**config.mk**
```make
export PLATFORM = sky130hd
export DESIGN_NAME = sum13_accum_sched
export DESIGN_NICKNAME = d
export VERILOG_FILES = /design/src/rtl/sum13_accum_sched.sv
export SDC_FILE = /design/constraint.sdc
export NUM_CORES = 1
export LEC_CHECK = 0
export CORE_MARGIN = 2
export CORE_UTILIZATION = 45
export DETAILED_ROUTE_END_ITERATION = 6
export GPL_TIMING_DRIVEN = 0
export PLACE_DENSITY = 0.78
export SYNTH_ARGS = -nofsm -noshare
export SYNTH_HDL_FRONTEND = slang
export SYNTH_SLANG_ARGS = --single-unit
```
**constraint.sdc**
```tcl
create_clock -name clk -period 4.5 [get_ports clk]
set_input_delay 1.35 -clock clk [delete_from_list [all_inputs] [get_ports clk]]
set_output_delay 1.35 -clock clk [all_outputs]
set_load 0.02 [all_outputs]
```
**src/rtl/sum13_accum_sched.sv**
```systemverilog
// sum13_accum_sched
//   Multi-beat reduction controller for the modular squarer. It takes a job of
//   up to MAX_BEATS beats. Each beat carries 13 N-bit lanes. The lanes are
//   reduced by a 13:1 summer, registered into stage 1, and then accumulated
//   into an ACC_W-bit total. The total is handed on through a valid/ready
//   output.
//
// Ports
//   clk        : clock; all state updates on the rising edge
//   reset      : asynchronous, active-high reset
//   start      : job start pulse; acted on only in IDLE
//   num_beats  : beat count for the job; values above MAX_BEATS are clamped
//   busy       : high whenever the controller is not IDLE
//   in_valid   : beat data valid
//   in_ready   : high while beats are being collected
//   in_vect    : 13 lanes of N-bit data
//   in_mask    : per-lane enable; a masked-off lane contributes zero
//   out_valid  : job total valid, held until out_ready
//   out_ready  : consumer accepts the total
//   out_sum    : job total; keeps its value until the next start

// Combinational 13:1 unsigned summer. The result is N+4 bits wide, because
// 13*(2^N-1) < 2^(N+4). USE_DENSE_ADDERS selects a balanced adder tree, which
// is shallower. Otherwise a simple ripple chain of adds is used.
module sum13to1 #(
  parameter int N                = 32,
  parameter bit USE_DENSE_ADDERS = 1'b1
) (
  input  logic [N-1:0] lanes [13],
  output logic [N+3:0] sum
);

  generate
    if (USE_DENSE_ADDERS) begin : g_tree
      logic [N+3:0] lvl0 [13];
      logic [N+3:0] lvl1 [7];
      logic [N+3:0] lvl2 [4];
      logic [N+3:0] lvl3 [2];

      always_comb begin
        for (int i = 0; i < 13; i++) begin
          lvl0[i] = {4'b0000, lanes[i]};
        end
        // 13 -> 7: six pairs plus lane 12 passed through
        for (int i = 0; i < 6; i++) begin
          lvl1[i] = lvl0[2*i] + lvl0[2*i+1];
        end
        lvl1[6] = lvl0[12];
        // 7 -> 4
        for (int i = 0; i < 3; i++) begin
          lvl2[i] = lvl1[2*i] + lvl1[2*i+1];
        end
        lvl2[3] = lvl1[6];
        // 4 -> 2 -> 1
        lvl3[0] = lvl2[0] + lvl2[1];
        lvl3[1] = lvl2[2] + lvl2[3];
        sum     = lvl3[0] + lvl3[1];
      end
    end else begin : g_chain
      always_comb begin
        sum = '0;
        for (int i = 0; i < 13; i++) begin
          sum = sum + {4'b0000, lanes[i]};
        end
      end
    end
  endgenerate

endmodule

module sum13_accum_sched #(
  parameter  int N                = 32,
  parameter  int MAX_BEATS        = 16,
  parameter  bit USE_DENSE_ADDERS = 1'b1,
  localparam int BW               = $clog2(MAX_BEATS) + 1,
  localparam int ACC_W            = N + 4 + $clog2(MAX_BEATS)
) (
  input  logic             clk,
  input  logic             reset,
  input  logic             start,
  input  logic [BW-1:0]    num_beats,
  output logic             busy,
  input  logic             in_valid,
  output logic             in_ready,
  input  logic [N-1:0]     in_vect [13],
  input  logic [12:0]      in_mask,
  output logic             out_valid,
  input  logic             out_ready,
  output logic [ACC_W-1:0] out_sum
);

  typedef enum logic [1:0] {
    IDLE  = 2'd0,
    LOAD  = 2'd1,
    DRAIN = 2'd2,
    DONE  = 2'd3
  } state_t;

  localparam logic [BW-1:0] MAX_CNT = BW'(MAX_BEATS);

  state_t            state;
  state_t            state_nxt;
  logic [BW-1:0]     beat_cnt;
  logic [BW-1:0]     beats_clamped;
  logic              accept;
  logic              start_idle;

  logic [N-1:0]      lanes_p0 [13];
  logic [N+3:0]      sum_p0;
  logic [N+3:0]      sum_p1;
  logic              vld_p1;
  logic [ACC_W-1:0]  acc;

  // in_ready is registered. It is high exactly while state == LOAD, so a
  // handshake can only happen in LOAD.
  assign accept        = in_valid & in_ready;
  assign start_idle    = (state == IDLE) & start;
  assign beats_clamped = (num_beats > MAX_CNT) ? MAX_CNT : num_beats;
  assign out_sum       = acc;

  // Stage 0: mask the lanes and reduce them combinationally
  always_comb begin
    for (int i = 0; i < 13; i++) begin
      lanes_p0[i] = in_mask[i] ? in_vect[i] : '0;
    end
  end

  sum13to1 #(
    .N                (N),
    .USE_DENSE_ADDERS (USE_DENSE_ADDERS)
  ) u_sum13 (
    .lanes (lanes_p0),
    .sum   (sum_p0)
  );

  // Next-state logic
  always_comb begin
    state_nxt = state;
    case (state)
      IDLE: begin
        if (start) begin
          state_nxt = (num_beats == '0) ? DONE : LOAD;
        end
      end
      LOAD: begin
        // The counter is never zero in LOAD. The beat that consumes the
        // last count moves the job to DRAIN.
        if (accept && (beat_cnt == BW'(1))) begin
          state_nxt = DRAIN;
        end
      end
      DRAIN: begin
        state_nxt = DONE;
      end
      DONE: begin
        if (out_ready) begin
          state_nxt = IDLE;
        end
      end
      default: begin
        state_nxt = IDLE;
      end
    endcase
  end

  // The state register and the handshake outputs are all driven from flops.
  // The outputs are decoded from state_nxt, so they line up with the state
  // and cannot glitch.
  always_ff @(posedge clk or posedge reset) begin
    if (reset) begin
      state     <= IDLE;
      busy      <= 1'b0;
      in_ready  <= 1'b0;
      out_valid <= 1'b0;
      beat_cnt  <= '0;
    end else begin
      state     <= state_nxt;
      busy      <= (state_nxt != IDLE);
      in_ready  <= (state_nxt == LOAD);
      out_valid <= (state_nxt == DONE);
      if (start_idle) begin
        beat_cnt <= beats_clamped;
      end else if (accept) begin
        beat_cnt <= beat_cnt - BW'(1);
      end
    end
  end

  // Stage 1: register the 13:1 sum of each accepted beat
  always_ff @(posedge clk or posedge reset) begin
    if (reset) begin
      sum_p1 <= '0;
      vld_p1 <= 1'b0;
    end else begin
      vld_p1 <= accept;
      if (accept) begin
        sum_p1 <= sum_p0;
      end
    end
  end

  // Stage 2: accumulate. A start clears the total. vld_p1 is always low in
  // IDLE, because DRAIN has already consumed the last stage-1 value.
  always_ff @(posedge clk or posedge reset) begin
    if (reset) begin
      acc <= '0;
    end else if (start_idle) begin
      acc <= '0;
    end else if (vld_p1) begin
      acc <= acc + ACC_W'(sum_p1);
    end
  end

endmodule

```
==> results.ini <==
[synthesis]
async_flop_share_pct = 100.0
ys_seq_elements = 87
syn-num-nets = 3561
synth_area_per_cell_um2 = 8.142
synth_area_um2 = 21850
synth.distinct_cells = 75
synth_cells = 2684
ys.flop_type = dfrtp_1
synth_seq_area_share_pct = 9.962
ys.warnings.count = 0
synth-edff-count = 0

[power_and_ir_drop]
ir_drop_mv = 0.7987
p_per_area_nw_per_um2 = 831.8
p_leak_nw = 14.27

[route]
wl_mm = 87.20
drc_errors = 0
via_count = 22180
ant_nets = 0
dr.pass1.iters = 5
vias_per_cell = 5.663
drtIter0Drc = 1649
post_drt_wl_per_cell_um = 22.27

[clocking]
cts.htree.levels = 3
numCtsBuffers = 9
clk_pin_slew_ps = 60
cts_root_buf = clkbuf_16
clockBufferDepth = 2
cts.sinks = 87
cts_tree = yes
clk_latency_ps = 360

[sta]
maxSlewViolCount = 0
worst_slack_ps = -3407
tightestPinTransition_ps = 864.3
finalHoldViolations = 0
min_period_ps = 7907
maxSlewHeadroom_pct = 42.38
setup_viol = 35
rsz0062_at_grt = yes
post-route-period-util_pct = 175.7
fmax_mhz = 126.5
fin_skew_ps = 11.88
whs_ps = 491.3

[global_route]
antenna_found_initial = 14
gr-total-overflow = 0
grt.total_usage_pct = 33.46
grt_max_degree = 51
grt_pass1_wl_mm = 128.4
first_global_vias = 22520

[setup_path]
critical_path.max_stage_delay_ps = 580
cp_data_required_time_ps = 4720
cp-end-kind = register
worstSetupPathType = input pin to register
worstPathArrival_ps = 8130
cp_max_fo = 5
slowest_stage = fa_1
cpMostUsedCell = a21o_1
start_kind = input pin

[floorplanning]
die_width_um = 224.4
dieArea_um2 = 50340
fp-row-count = 80
fp.dieH_um = 224.4
fp.coreArea_um2 = 47850
start_util_pct = 45.67
io_pins = 482

[job]
cap_violations = 0

[cells_and_area]
area_growth_pct = 42.03
drive_gt1_share_pct = 16.58
utilization_pct = 64.87
finalNonFillerCells = 3916
final_cell_mix = clkdlybuf4s50_1, and2_1, ha_1
design_area_um2 = 31040
final_common_cell = clkdlybuf4s50_1
fin_nets = 4166

[placement]
io_buffer_count = 481
dpl_cell_area_um2 = 28130
gp_congestion = 0.9617
place_hpwl_mm = 75.42
place_inst = 3781

[hold_path]
min_path_type = register to register

[run_status]
failed_checks = negative setup slack
status = finished, violations left

## critical path, delay by kind of cell
kind / cells / cell delay, ps
compound gates: 18 / 3270
xor+xnor: 2 / 320
fa+ha+maj: 7 / 2780
buf+inv: 2 / 260
simple gates: 1 / 140
## cell type report
cell class / instances / area [µm²]
Multi-Input combinational cell: 2382 / 21030
Tap cell: 615 / 769.5
Clock buffer: 9 / 225.2
Clock inverter: 7 / 55.05
Sequential cell: 87 / 2177
Timing Repair Buffer: 597 / 5794
Buffer: 68 / 427.9
Fill cell: 3978 / 16810
Antenna cell: 7 / 17.52
Inverter: 144 / 543.0
## cells by family after synthesis
| family | count (synthesis) | synth area share (%) |
|---|---|---|
| AO/OA/AOI/OAI | 761 | 22.42 |
| adder cells (fa/ha/maj) | 438 | 30.88 |
| multiplexers | 26 | 1.225 |
| flip-flops | 87 | 9.962 |
| buffers and inverters | 215 | 3.693 |
| XOR/XNOR | 217 | 8.697 |
| AND/OR/NAND/NOR | 940 | 23.12 |
## worst paths after layout
kind | start | to | slack (ps) | depth (start not counted)
max in group asynchronous | reset | sum_p1[29]$_DFFE_PP0P_ | 2480 | 3
hold reg to reg | sum_p1[16]$_DFFE_PP0P_ | sum_p1[16]$_DFFE_PP0P_ | 490 | 2
min in group asynchronous | reset | out_sum[14]$_DFFE_PP0P_ | 1400 | 2
setup / recovery | in_mask[9] | sum_p1[31]$_DFFE_PP0P_ | -3410 | 30
setup reg to reg | out_sum[0]$_DFFE_PP0P_ | out_sum[38]$_DFFE_PP0P_ | 640 | 12
hold / removal | sum_p1[16]$_DFFE_PP0P_ | sum_p1[16]$_DFFE_PP0P_ | 490 | 2
## flip-flops by register name (all words and copies together), names as in the netlist
name	cells
out_sum	40
sum_p1	36
beat_cnt	5
state	2
busy	1
in_ready	1
out_valid	1
vld_p1	1
## power by group
part           switching (W)  internal [W]  total (W)  leakage, nW
sequential          0.000334       0.00126    0.00159         1.05
clock               0.000334      0.000379   0.000714        0.133
combinational         0.0120        0.0116     0.0235         13.1
## through the flow
step | setup WS (ps) | TNS [ps] | power (W)
final | -3407 | -83610 | 0.02582
after global routing | -3562 | -89430 | 0.02806
after global placement | -4812 | -154840 | 0.01941
after floorplan | -3118 | -72980 | 0.01542
after detailed placement | -4766 | -124370 | 0.01973
after CTS | -3339 | -81140 | 0.02279
## metal layers
metal	part of all wire, %	routed length [µm]	global-route usage, %
met1	42	36890	43.17
met2	48	41880	58.84
met3	5.7	4965	2.835
met4	3.9	3438	11.39
met5	0.029	25	0
## repair_timing
item / 4_1_cts / 5_1_grt
resized for setup: 303 / 225
pin swaps: 167 / 125
setup buffers: 74 / 45
hold buffers: 0 / 0
gates cloned: 2 / 0
endpoints found under the setup margin: 35 / 35
## synth_stat cells (all sizes together), types with 28 or more instances
library cell	number	area [µm²]
nand3	52	260.3
nor3	33	165.2
a31oi	31	193.9
a21o	151	1134
o21ai	140	700.7
xnor2	137	1200
ha	269	3366
nor2	145	544.3
fa	169	3383
dfrtp	87	2177
o21bai	43	322.8
a211oi	28	215.2
nand2	162	608.1
and2	415	2596
xor2	80	700.7
inv	143	536.8
a21oi	218	1102
clkbuf	67	251.5
o21a	41	307.8
(Power assumes the default switching activity.)
